File: src/rtl/riscv_hazard_pkg.sv
// Shared types and constants for the RV32 pipeline hazard controller.
package riscv_hazard_pkg;

    // EX operand forwarding mux selects
    localparam logic [1:0] FWD_REG = 2'b00;
    localparam logic [1:0] FWD_WB  = 2'b01;
    localparam logic [1:0] FWD_MEM = 2'b10;

    // MUL/DIV occupancy FSM
    typedef enum logic {
        IDLE   = 1'b0,
        MULDIV = 1'b1
    } hz_state_t;

    // Width of the MUL/DIV down-counter: clog2(lat), never below one bit
    function automatic int unsigned muldiv_cnt_width(input int unsigned lat);
        int unsigned w;
        w = $clog2(lat);
        return (w < 1) ? 1 : w;
    endfunction

endpackage

File: src/rtl/hazard_fwd_sel.sv
// Forward select for one EX operand: MEM result beats WB result beats regfile.
module hazard_fwd_sel
    import riscv_hazard_pkg::*;
#(
    parameter int unsigned REG_AW = 5
) (
    input  logic [REG_AW-1:0] rs_e,
    input  logic              read_en,
    input  logic [REG_AW-1:0] rd_m,
    input  logic [2:0]        reg_write_m,
    input  logic [REG_AW-1:0] rd_w,
    input  logic [2:0]        reg_write_w,
    output logic [1:0]        fwd
);

    logic mem_hit;
    logic wb_hit;

    // x0 is never forwarded; an operand not read by EX never forwards
    always_comb begin
        mem_hit = (|reg_write_m) && (rd_m != '0) && read_en && (rd_m == rs_e);
        wb_hit  = (|reg_write_w) && (rd_w != '0) && read_en && (rd_w == rs_e);
        if (mem_hit) begin
            fwd = FWD_MEM;
        end else if (wb_hit) begin
            fwd = FWD_WB;
        end else begin
            fwd = FWD_REG;
        end
    end

endmodule

File: src/rtl/pipeline_hazard_ctrl.sv
// Hazard controller for the five-stage RV32 pipeline: memory wait-state stalls,
// multi-cycle MUL/DIV occupancy, load-use interlock, redirect flushes,
// EX operand forwarding and a saturating stall-cycle counter.
module pipeline_hazard_ctrl
    import riscv_hazard_pkg::*;
#(
    parameter int unsigned REG_AW     = 5,
    parameter int unsigned MULDIV_LAT = 4,
    parameter int unsigned CNT_W      = 32
) (
    input  logic              clk,
    input  logic              rst_n,
    input  logic [REG_AW-1:0] rs1_d,
    input  logic [REG_AW-1:0] rs2_d,
    input  logic [REG_AW-1:0] rs1_e,
    input  logic [REG_AW-1:0] rs2_e,
    input  logic [REG_AW-1:0] rd_e,
    input  logic [REG_AW-1:0] rd_m,
    input  logic [REG_AW-1:0] rd_w,
    input  logic [1:0]        reg_read_e,
    input  logic              mem_to_reg_e,
    input  logic [2:0]        reg_write_m,
    input  logic [2:0]        reg_write_w,
    input  logic              branch_e,
    input  logic              jalr_e,
    input  logic              jal_d,
    input  logic              muldiv_e,
    input  logic              dmem_ready,
    output logic              stall_f,
    output logic              stall_d,
    output logic              stall_e,
    output logic              stall_m,
    output logic              stall_w,
    output logic              flush_f,
    output logic              flush_d,
    output logic              flush_e,
    output logic              flush_m,
    output logic              flush_w,
    output logic [1:0]        fwd1_e,
    output logic [1:0]        fwd2_e,
    output logic              muldiv_busy,
    output logic [CNT_W-1:0]  stall_cycles
);

    localparam int unsigned    CW       = muldiv_cnt_width(MULDIV_LAT);
    localparam bit             MULTI    = (MULDIV_LAT > 1);
    localparam logic [CW-1:0]  CNT_LOAD = CW'((MULDIV_LAT > 1) ? (MULDIV_LAT - 2) : 0);

    hz_state_t        state_q;
    logic [CW-1:0]    cnt_q;
    logic [CNT_W-1:0] stall_cycles_q;

    logic dmem_wait;
    logic muldiv_start;
    logic muldiv_stall;
    logic load_use;
    logic redirect;
    logic [1:0] fwd1_raw;
    logic [1:0] fwd2_raw;

    // Hazard conditions derived from the current stage contents and FSM state
    always_comb begin
        dmem_wait    = ~dmem_ready;
        muldiv_start = (state_q == IDLE) && muldiv_e && MULTI;
        muldiv_stall = muldiv_start || ((state_q == MULDIV) && (cnt_q != '0));
        load_use     = mem_to_reg_e && (rd_e != '0) && ((rd_e == rs1_d) || (rd_e == rs2_d));
        redirect     = branch_e || jalr_e || jal_d;
    end

    // Stall/flush priority: memory wait, then MUL/DIV, then load-use vs redirect.
    // Redirects are held off while D/E are frozen; the redirect inputs persist
    // and the flush lands on the first cycle the pipe moves again.
    always_comb begin
        stall_f = 1'b0;
        stall_d = 1'b0;
        stall_e = 1'b0;
        stall_m = 1'b0;
        stall_w = 1'b0;
        flush_f = 1'b0;
        flush_d = 1'b0;
        flush_e = 1'b0;
        flush_m = 1'b0;
        flush_w = 1'b0;
        fwd1_e  = FWD_REG;
        fwd2_e  = FWD_REG;
        if (!rst_n) begin
            flush_f = 1'b1;
            flush_d = 1'b1;
            flush_e = 1'b1;
            flush_m = 1'b1;
            flush_w = 1'b1;
        end else begin
            fwd1_e = fwd1_raw;
            fwd2_e = fwd2_raw;
            if (dmem_wait) begin
                stall_f = 1'b1;
                stall_d = 1'b1;
                stall_e = 1'b1;
                stall_m = 1'b1;
                flush_w = 1'b1;
            end else if (muldiv_stall) begin
                stall_f = 1'b1;
                stall_d = 1'b1;
                stall_e = 1'b1;
                flush_m = 1'b1;
            end else begin
                if (load_use) begin
                    stall_f = 1'b1;
                    stall_d = 1'b1;
                    flush_e = 1'b1;
                end
                if (redirect) begin
                    // Flush wins: the loaded value is no longer needed
                    stall_f = 1'b0;
                    stall_d = 1'b0;
                    flush_d = 1'b1;
                    flush_e = flush_e | branch_e | jalr_e;
                end
            end
        end
    end

    // MUL/DIV occupancy FSM; frozen while data memory is waiting
    always_ff @(posedge clk or negedge rst_n) begin
        if (!rst_n) begin
            state_q <= IDLE;
            cnt_q   <= '0;
        end else if (dmem_ready) begin
            case (state_q)
                IDLE: begin
                    if (muldiv_e && MULTI) begin
                        state_q <= MULDIV;
                        cnt_q   <= CNT_LOAD;
                    end
                end
                MULDIV: begin
                    if (cnt_q != '0) begin
                        cnt_q <= cnt_q - CW'(1);
                    end else begin
                        state_q <= IDLE;
                    end
                end
                default: begin
                    state_q <= IDLE;
                    cnt_q   <= '0;
                end
            endcase
        end
    end

    // Saturating count of fetch-stall cycles
    always_ff @(posedge clk or negedge rst_n) begin
        if (!rst_n) begin
            stall_cycles_q <= '0;
        end else if (stall_f && (stall_cycles_q != '1)) begin
            stall_cycles_q <= stall_cycles_q + CNT_W'(1);
        end
    end

    assign muldiv_busy  = (state_q == MULDIV);
    assign stall_cycles = stall_cycles_q;

    hazard_fwd_sel #(
        .REG_AW (REG_AW)
    ) u_fwd1 (
        .rs_e        (rs1_e),
        .read_en     (reg_read_e[1]),
        .rd_m        (rd_m),
        .reg_write_m (reg_write_m),
        .rd_w        (rd_w),
        .reg_write_w (reg_write_w),
        .fwd         (fwd1_raw)
    );

    hazard_fwd_sel #(
        .REG_AW (REG_AW)
    ) u_fwd2 (
        .rs_e        (rs2_e),
        .read_en     (reg_read_e[0]),
        .rd_m        (rd_m),
        .reg_write_m (reg_write_m),
        .rd_w        (rd_w),
        .reg_write_w (reg_write_w),
        .fwd         (fwd2_raw)
    );

endmodule

File: config.mk
export PLATFORM = sky130hd
export DESIGN_NAME = pipeline_hazard_ctrl
export DESIGN_NICKNAME = d
export VERILOG_FILES = /design/src/rtl/riscv_hazard_pkg.sv /design/src/rtl/hazard_fwd_sel.sv /design/src/rtl/pipeline_hazard_ctrl.sv
export SDC_FILE = /design/constraint.sdc
export NUM_CORES = 1
export LEC_CHECK = 0
export CORE_ASPECT_RATIO = 0.9
export CORE_MARGIN = 2
export CORE_UTILIZATION = 25
export CTS_CLUSTER_DIAMETER = 50
export DETAILED_ROUTE_END_ITERATION = 6
export GPL_ROUTABILITY_DRIVEN = 0
export PLACE_DENSITY_LB_ADDON = 0.3
export SLEW_MARGIN = 15
export SYNTH_ARGS = -nofsm -noshare
export SYNTH_HDL_FRONTEND = slang
export SYNTH_SLANG_ARGS = --single-unit
export TNS_END_PERCENT = 100
File: constraint.sdc
create_clock -name clk -period 2.86 [get_ports clk]
set_input_delay 0.572 -clock clk [delete_from_list [all_inputs] [get_ports clk]]
set_output_delay 0.572 -clock clk [all_outputs]
set_load 0.03 [all_outputs]
==> results of run 1 <==
-- state kept, by name, indices dropped and copies added (netlist names) --
| register | flops |
|---|---|
| stall_cycles | 32 |
| muldiv_busy | 1 |
| cnt_q | 2 |
-- area by class of cell --
type                    count  area (um2)
repair buffers            122        1130
fillers                   873        5080
clock inverters             2        12.5
flip-flops and latches     35         876
well taps                 119         149
clock buffers               6        72.6
multi-input cells         190        1290
inverters                   9        33.8
-- what timing repair did --
action                                  4_1_cts  5_1_grt
resized for setup                            11       10
endpoints found under the setup margin        7        7
buffers inserted                              1        1
hold buffers                                  0        0
pin swaps                                     2        3
-- layer usage --
metal	share of wire	up-vias
li1	-	1066
met1	0.43	971
met2	0.49	54
met3	0.063	6
met4	0.012	0
met5	0	-
-- cells by family (layout without fill, tap and decap cells) --
group                    count (synthesis)  in the layout
other                                    1              1
adder cells (fa/ha/maj)                  2              2
AO/OA/AOI/OAI                           14             14
AND/OR/NAND/NOR                        112            112
buffers and inverters                   15            139
flip-flops                              35             35
XOR/XNOR                                61             61
-- where the power goes --
part	leakage [nW]	switching, W	internal (W)
clock	0.0412	0.000185	0.000170
sequential	0.461	0.0000719	0.000556
combinational	1.11	0.000359	0.000316
total	1.61	0.000616	0.00104
-- critical path: cells and delay by family --
family | cells | cell delay, ns
xor gates and xnor gates | 1 | 0.17
buffers and inverters | 2 | 0.88
and+or+nand+nor | 3 | 0.55
-- stage by stage --
stage	setup slack, ns	cells	utilization	power, W
finish	0.106	483	0.413	0.00166
global route	0.000369	483	0.413	0.00176
CTS	-0.00443	482	0.411	0.00168
detailed placement	-0.315	473	0.399	0.00131
global placement	-0.286	473	0.399	0.00130
floorplan	0.187	240	-	0.00100
-- placed cells by master, fill, tap and decap left out, drive strengths merged, types with 4 or more instances in the layout --
| cell | synthesis | layout |
|---|---|---|
| clkdlybuf4s50 | 0 | 82 |
| nand4 | 9 | 9 |
| clkbuf | 1 | 7 |
| dfrtp | 35 | 35 |
| nor2 | 21 | 21 |
| xor2 | 46 | 46 |
| buf | 5 | 34 |
| xnor2 | 15 | 15 |
| inv | 9 | 9 |
| nor3 | 19 | 19 |
| nand2 | 20 | 20 |
| nand3 | 21 | 21 |
| and3 | 4 | 4 |
| o21ai | 6 | 6 |
| nor4 | 7 | 7 |
-- path summary, 6_finish.rpt --
check                      slack [ns]                to              from
setup / recovery                 0.11         fwd1_e[1]          rs1_e[0]
hold / removal                   0.29   stall_cycles[8]             rst_n
setup reg to reg                 0.55  stall_cycles[13]   stall_cycles[0]
hold reg to reg                  0.50  stall_cycles[10]  stall_cycles[10]
max in group asynchronous        2.27  stall_cycles[12]             rst_n
min in group clk                 0.50  stall_cycles[10]  stall_cycles[10]
==> metrics.yaml, run 1 <==
p_leak_nw: 1.61
clock_path_buffers: 2
grt_setup_unrepaired: "false"
root_buffer: "clkbuf_8"
drive_above_1_share: 0.151
synth_edf_count: 0
start_kind: "input pin"
slew_headroom: 0.552
muxShareOfSynthArea: 0
synth_compound_area_frac: 0.0465
yosysTopAreaCell: "dfrtp_1"
tightest_slew_ns: 0.663
grt_max_degree: 25
cpPeakStageDelay_ns: 0.46
antenna_found_initial: 0
async_flop_share: 1.00
io_buffer_count: 96
holdWs_ns: 0.289
grt_pass1_vias: 2177
grt_util_met2: 0.222
critical_path_class: "input pin to output pin"
syn-instance-count: 240
synth-adder-area-share: 0.0112
routed_wl_mm: 6.04
synth_xor_area_frac: 0.239
tns_ns: 0
avgSynthCellArea_um2: 9.31
hpwl_mm: 4.90
worst_clock_skew_ns: 0.00996
fin_crit_ns: 2.75
drv_slew: 0
vias: 2097
synth_area_um2: 2230
die_y_um: 93.7
synth_commonest_cells: "46 x xor2_1, 35 x dfrtp_1, 21 x nor2_1"
drt_first_pass_iters: 4
vias_per_cell: 4.34
yosysWarnings: 0
synthSimpleGateAreaFrac: 0.271
slowest_stage: "clkdlybuf4s50_1"
setup_violations: 0
synth_top_area_frac: 0.392
cts_tree: "built"
path_cells: "clkdlybuf4s50_1 -> xor2_1 -> nor4_1 -> nand3_1 -> nor3_1 -> dlygate4sd2_1"
synth.yosys.seq_area_share: 0.392
required_ns: 2.29
hold_path.class: "input pin to async pin"
detail-route-antenna-nets: 0
synth_ff_type: "dfrtp_1"
nets: 416
cp_max_fo: 2
grt_pass1_wl_mm: 9.98
synth.distinct_cells: 36
grt-ovfl-total: 0
use_met3: 0.0409
pin_count: 98
fmax_mhz: 363
arrival_ns: 2.18
reg2regPathDepth: 9
hold_viol: 0
core_area_um2: 8650
clkTransAtPathRegs_ns: 0.07
drt-wirelength-per-cell_um: 12.5
gr-usage-all-layers: 0.127
area.growth.synth_to_final_pct: 59.8
die_area_um2: 9710
cap_violations: 0
n_antenna_cell: 0
power_density_nw_per_um2: 464
drt_iter0_drc: 56
period_share: 0.963
cts.sinks: 35
yosysMostFrequentCell: "xor2_1"
cts_inserted_buffers: 5
design_area_um2: 3570
busiest_layer: "met2"
drc_errors: 0
htreeDepth: 2
status: "complete, no violations"
ir_worst_vdd_v: 0.000224
placement_rows: 32
synth-seq-cells: 35
syn_nets: 293
initial_core_util: 0.258
post_dp_cell_area_um2: 3450
grt_util_met1: 0.148
clk_latency_ns: 0.29
die_width_um: 104
end_kind: "output pin"
yosys-top-cells-area: "dfrtp_1 39%, xor2_1 18%, xnor2_1 5.9%"
synth_top_family_by_area: "simple AND/OR/NAND/NOR gates"
Power figures use the tool's default switching activity.
==> run 2, diff against run 1 <==
--- a/config.mk
+++ b/config.mk
@@ -8,10 +8,9 @@
 export CORE_ASPECT_RATIO = 0.9
 export CORE_MARGIN = 2
 export CORE_UTILIZATION = 25
-export CTS_CLUSTER_DIAMETER = 50
+export CTS_CLUSTER_DIAMETER = 200
 export DETAILED_ROUTE_END_ITERATION = 6
 export GPL_ROUTABILITY_DRIVEN = 0
-export PLACE_DENSITY_LB_ADDON = 0.3
 export SLEW_MARGIN = 15
 export SYNTH_ARGS = -nofsm -noshare
 export SYNTH_HDL_FRONTEND = slang
==> metrics.yaml, run 2 (synthesis results as in run 1) <==
layout_commonest_cell: "clkdlybuf4s50_1"
drv_slew: 0  # unchanged
critical_path_class: "input pin to output pin"
p_int_w: 0.00104  # -0.28%
design_area_um2: 3540  # -0.91%
area.growth.synth_to_final_pct: 58.3
vias: 2091  # -0.29%
path_cells: "clkdlybuf4s50_1 -> or4_1 -> o21ai_2 -> buf_4 -> o31ai_4 -> buf_4 -> buf_4"
drt_first_pass_iters: 4  # unchanged
initial_core_util: 0.258  # unchanged
grt_pass1_vias: 2032  # -6.7%
hold_viol: 0  # unchanged
required_ns: 2.29  # about the same
io_buffer_count: 96  # unchanged
worst_clock_skew_ns: 0.00472  # -0.00524 ns
post_dp_cell_area_um2: 3430  # -0.65%
cp_common_cell: "buf_4"
drt-wirelength-per-cell_um: 12.1  # -3.1%
die_y_um: 93.7  # unchanged
status: "complete, no violations"
cap_violations: 0  # unchanged
drive_above_1_share: 0.136  # -0.0150
p_leak_nw: 1.58  # -1.7%
pwr-share-clk: 0.209  # -0.005
detail-route-antenna-nets: 0  # unchanged
p_sw_w: 0.000601  # -2.5%
arrival_ns: 2.27  # +0.09 ns
cts.sinks: 35  # unchanged
period_share: 0.994  # +0.0309
power_density_nw_per_um2: 463  # -0.20%
hold_path.class: "input pin to async pin"
start_kind: "input pin"
htreeDepth: 2  # unchanged
cts_tree: "built"
grt_pass1_wl_mm: 9.78  # -2.0%
ir_worst_vdd_v: 0.000167  # -26%
drt_iter0_drc: 57  # +1.8%
hpwl_mm: 4.71  # -3.8%
worst_slack_ns: 0.0177  # -0.0884 ns
holdWs_ns: 0.318  # +0.0284 ns
seq_power_share: 0.382  # +0.003
routed_wl_mm: 5.81  # -3.9%
clk_latency_ns: 0.29  # about the same
grt-ovfl-total: 0  # unchanged
gr-usage-all-layers: 0.123  # -0.00430
tightest_slew_ns: 0.599  # -0.0636 ns
setup_violations: 0  # unchanged
cts_inserted_buffers: 5  # unchanged
cpPeakStageDelay_ns: 0.56  # +0.10 ns
die_width_um: 104  # unchanged
root_buffer: "clkbuf_8"
die_area_um2: 9710  # unchanged
nets: 412  # -0.96%
antenna_found_initial: 0  # unchanged
cp_max_fo: 3  # +1
clkTransAtPathRegs_ns: 0.07  # about the same
switching_share: 0.366  # -0.00529
p_comb_frac: 0.409  # +0.002
fin_crit_ns: 2.84  # +0.0884 ns
fill_cells: 882  # +1.0%
clock_path_buffers: 2  # unchanged
slew_headroom: 0.595  # +0.0430
core_area_um2: 8650  # unchanged
drc_errors: 0  # unchanged
fmax_mhz: 352  # -3.1%
grt_max_degree: 23  # -8.0%
placement_rows: 32  # unchanged
rrSetupSlack_ns: 0.55  # about the same
largest_reg_flops: 32  # unchanged
n_antenna_cell: 0  # unchanged
end_kind: "output pin"
place_ws_ns: -0.335  # -0.0199 ns
slowest_stage: "or4_1"
tns_ns: 0  # unchanged
vias_per_cell: 4.37  # +0.55%
final_cell_mix: "84 x clkdlybuf4s50_1, 46 x xor2_1, 35 x dfrtp_1, 28 x buf_4, 21 x nor2_1"
pin_count: 98  # unchanged
==> run 2: worst paths after layout <==
| kind | cells after the start | from | endpoint |
|---|---|---|---|
| setup / recovery | 7 | rd_e[2] | stall_d |
| hold / removal | 2 | rst_n | stall_cycles[2] |
| setup reg to reg | 8 | stall_cycles[0] | stall_cycles[11] |
| hold reg to reg | 1 | stall_cycles[27] | stall_cycles[27] |
| max in group asynchronous | 2 | rst_n | stall_cycles[4] |
| min in group clk | 1 | stall_cycles[27] | stall_cycles[27] |
==> run 2: layer usage <==
layer / routed length [um] / GRT usage
met5: 0 / 0
met4: 88 / 0.0405
met3: 276 / 0.0264
met2: 2780 / 0.205
met1: 2660 / 0.160
==> run 2: stage by stage <==
step                total power (W)   util  cells
floorplan                   0.00100      -    240
global placement            0.00130  0.397    470
detailed placement          0.00131  0.397    470
finish                      0.00164  0.409    479
global route                0.00175  0.409    479
CTS                         0.00167  0.408    479
==> run 2: worst max-delay path: cells and delay by family <==
kind / cells / cell delay [ns]
compound gates: 2 / 0.22
simple gates: 1 / 0.56
buf+inv: 4 / 0.92
==> run 2: area by class of cell <==
| type | count | area [um2] | share of cell area |
|---|---|---|---|
| multi-input combinational | 190 | 1300 | 0.367 |
| inverter | 9 | 33.8 | 0.00955 |
| timing repair buffer | 118 | 1100 | 0.311 |
| clock inverter | 1 | 5.00 | 0.00141 |
| sequential | 35 | 876 | 0.248 |
| clock buffer | 7 | 76.3 | 0.0216 |
| tap | 119 | 149 | 0.0421 |
==> run 2: repair_timing <==
item,in CTS,in global routing
buffers inserted,1,0
gates resized for setup,8,9
hold buffers,0,0
pin swaps,1,1
endpoints found under the setup margin,6,6
==> run 2: power groups by stage <==
stage / logic [W] / clock network (W) / registers [W]
6_report: 0.000670 / 0.000343 / 0.000627
5_1_grt: 0.000734 / 0.000373 / 0.000641
4_1_cts: 0.000679 / 0.000361 / 0.000627
3_5_place_dp: 0.000672 / 0 / 0.000636
3_3_place_gp: 0.000662 / 0 / 0.000635
2_1_floorplan: 0.000287 / 0 / 0.000716
==> run 3, diff against run 2 <==
--- a/config.mk
+++ b/config.mk
@@ -5,12 +5,14 @@
 export SDC_FILE = /design/constraint.sdc
 export NUM_CORES = 1
 export LEC_CHECK = 0
+export ABC_AREA = 1
 export CORE_ASPECT_RATIO = 0.9
 export CORE_MARGIN = 2
 export CORE_UTILIZATION = 25
 export CTS_CLUSTER_DIAMETER = 200
 export DETAILED_ROUTE_END_ITERATION = 6
 export GPL_ROUTABILITY_DRIVEN = 0
+export RECOVER_POWER = 50
 export SLEW_MARGIN = 15
 export SYNTH_ARGS = -nofsm -noshare
 export SYNTH_HDL_FRONTEND = slang
==> metrics.yaml, run 3 <==
status: "finished with violations"
violations: "max-capacitance violations, max-slew violations"
fill_cells: 1246  # +41%
power_density_nw_per_um2: 432  # -6.7%
cts.sinks: 35  # unchanged
grt_pass1_wl_mm: 15.9  # +63%
final_cells: 745  # +56%
holdBufCountCts: 0  # unchanged
synth_ff_type: "dfrtp_1"
layout_commonest_cell: "nand2_1"
p_leak_nw: 2.06  # +30%
tns_ns: 0  # unchanged
io_buffer_count: 96  # unchanged
arrival_ns: 2.11  # -0.16 ns
placement_rows: 38  # +19%
htreeDepth: 2  # unchanged
nets: 637  # +55%
place_ws_ns: 0.189  # +0.524 ns
crit_start: "rd_e[1]"
tightest_slew_ns: 1.70  # +1.10 ns
muxShareOfSynthArea: 0  # unchanged
largest_reg_flops: 32  # unchanged
hold_viol: 0  # unchanged
slew_headroom: -0.134  # -0.730
synth.distinct_cells: 31  # -14%
synth.yosys.seq_area_share: 0.290  # -0.102
ir_worst_vdd_v: 0.000228  # +37%
routed_wl_mm: 9.25  # +59%
syn_nets: 542  # +85%
avgSynthCellArea_um2: 6.18  # -34%
gr-usage-all-layers: 0.147  # +0.0247
root_buffer: "clkbuf_16"
synth_xor_area_frac: 0.0667  # -0.172
cts_setup_buffers: 0  # -1
pin_count: 98  # unchanged
hpwl_mm: 7.30  # +55%
fmax_mhz: 373  # +6.0%
drv_slew: 32  # +32
synth_commonest_cells: "207 x nand2_1, 66 x nor2_1, 46 x inv_1"
start_kind: "input pin"
initial_core_util: 0.253  # -0.00519
vias: 3403  # +63%
synth_edf_count: 0  # unchanged
grt_pass1_vias: 3355  # +65%
yosys-top-cells-area: "dfrtp_1 29%, nand2_1 26%, nor2_1 8.2%"
die_area_um2: 13000  # +34%
synthSimpleGateAreaFrac: 0.491  # +0.220
period_share: 0.937  # -0.0565
fin_util: 0.357  # -0.0526
final_cell_mix: "207 x nand2_1, 66 x nor2_1, 66 x clkdlybuf4s50_1, 46 x inv_1, 37 x nand4_1"
grt_setup_unrepaired: "false"
place_inst: 737  # +57%
fin_crit_ns: 2.68  # -0.162 ns
drc_errors: 0  # unchanged
drt_iter0_drc: 229  # +300%
core_area_um2: 11900  # +38%
synth_area_um2: 3020  # +35%
vias_per_cell: 4.57  # +4.6%
die_y_um: 108  # +16%
setup_violations: 0  # unchanged
rrSetupSlack_ns: 0.82  # +0.27 ns
synth-seq-cells: 35  # unchanged
cts_resized: 0  # -8
r2r_start: "cnt_q[0]"
synth_top_family_by_area: "simple AND/OR/NAND/NOR gates"
cts_inserted_buffers: 5  # unchanged
grt_max_degree: 34  # +48%
n_antenna_cell: 0  # unchanged
hold_path.class: "input pin to async pin"
synth_top_area_frac: 0.290  # -0.102
antenna_found_initial: 0  # unchanged
synth-adder-area-share: 0.00828  # -0.00292
design_area_um2: 4260  # +20%
yosysMostFrequentCell: "nand2_1"
yosysWarnings: 0  # unchanged
worst_clock_skew_ns: 0.00487  # +0.000148 ns
die_width_um: 120  # +16%
async_flop_share: 1.00  # unchanged
required_ns: 2.29  # about the same
cts_tree: "built"
post_dp_cell_area_um2: 4110  # +20%
multiInputGateArea_um2: 1870  # +44%
syn-instance-count: 489  # +100%
critical_path_class: "input pin to output pin"
cp_max_fo: 3  # unchanged
detail-route-antenna-nets: 0  # unchanged
seqCellArea_um2: 876  # unchanged
cap_violations: 1  # +1
drive_above_1_share: 0.0530  # -0.0831
drt-wirelength-per-cell_um: 12.4  # +2.5%
clk_latency_ns: 0.28  # about the same
grt-ovfl-total: 0  # unchanged
end_kind: "output pin"
drt_first_pass_iters: 4  # unchanged
clkTransAtPathRegs_ns: 0.05  # -0.02 ns
synth_compound_area_frac: 0.0522  # +0.00570
area.growth.synth_to_final_pct: 40.8
clock_path_buffers: 2  # unchanged
reg2regPathDepth: 11  # +3
yosysTopAreaCell: "dfrtp_1"
timing.rr.end: "stall_cycles[24]"
worst_slack_ns: 0.179  # +0.162 ns
-- run 3: through the flow --
| stage | hold WS (ns) | total power (W) |
|---|---|---|
| final | 0.145 | 0.00184 |
| after global routing | 0.156 | 0.00195 |
| after CTS | 0.148 | 0.00186 |
| after detailed placement | 0.444 | 0.00128 |
| after global placement | 0.453 | 0.00127 |
| after floorplan | 0.276 | 0.00101 |
-- run 3: layout make-up --
class / count / share of cell area
Inverter: 48 / 0.0423
Clock buffer: 8 / 0.0368
Timing Repair Buffer: 102 / 0.228
Tap cell: 160 / 0.0470
Sequential cell: 35 / 0.206
Multi-Input combinational cell: 392 / 0.440
-- run 3: kinds of logic (layout without fill, tap and decap cells) --
| kind of cell | after synthesis | count (layout) |
|---|---|---|
| simple gates | 342 | 342 |
| flops | 35 | 35 |
| other cells | 1 | 1 |
| compound gates | 24 | 24 |
| fa+ha+maj | 2 | 2 |
| buf+inv | 62 | 158 |
| xor+xnor | 23 | 23 |
-- run 3: critical path, cell delays in order --
cell and delay, ns:
clkdlybuf4s50_1 0.51, inv_1 0.10, nand2_1 0.06, nand2_1 0.04, nor2_1 0.17, nand3_1 0.10, nand2_1 0.07, nand2_1 0.08
a21oi_1 0.20, buf_4 0.20
-- run 3: worst max path at each step --
stage,to,slack [ns],cells past startpoint
finish,stall_f,0.18,10
global route,stall_f,0.08,10
CTS,stall_f,0.18,10
detailed placement,stall_f,0.19,10
global placement,flush_m,0.20,7
floorplan,stall_f,0.12,8
-- run 3: per-layer routing --
metal / up-vias / GRT usage / part of all wire
met2: 91 / 0.250 / 0.46
met1: 1536 / 0.193 / 0.47
met4: 0 / 0.0479 / 0.023
met3: 16 / 0.0222 / 0.048
met5: - / 0 / 0
li1: 1760 / - / -
-- run 3: where the power goes --
part           internal [W]  switching, W  total, W  leakage, nW
Clock              0.000371      0.000201  0.000572       0.0772
Combinational      0.000255      0.000402  0.000657         1.51
Sequential         0.000544     0.0000656  0.000609        0.479
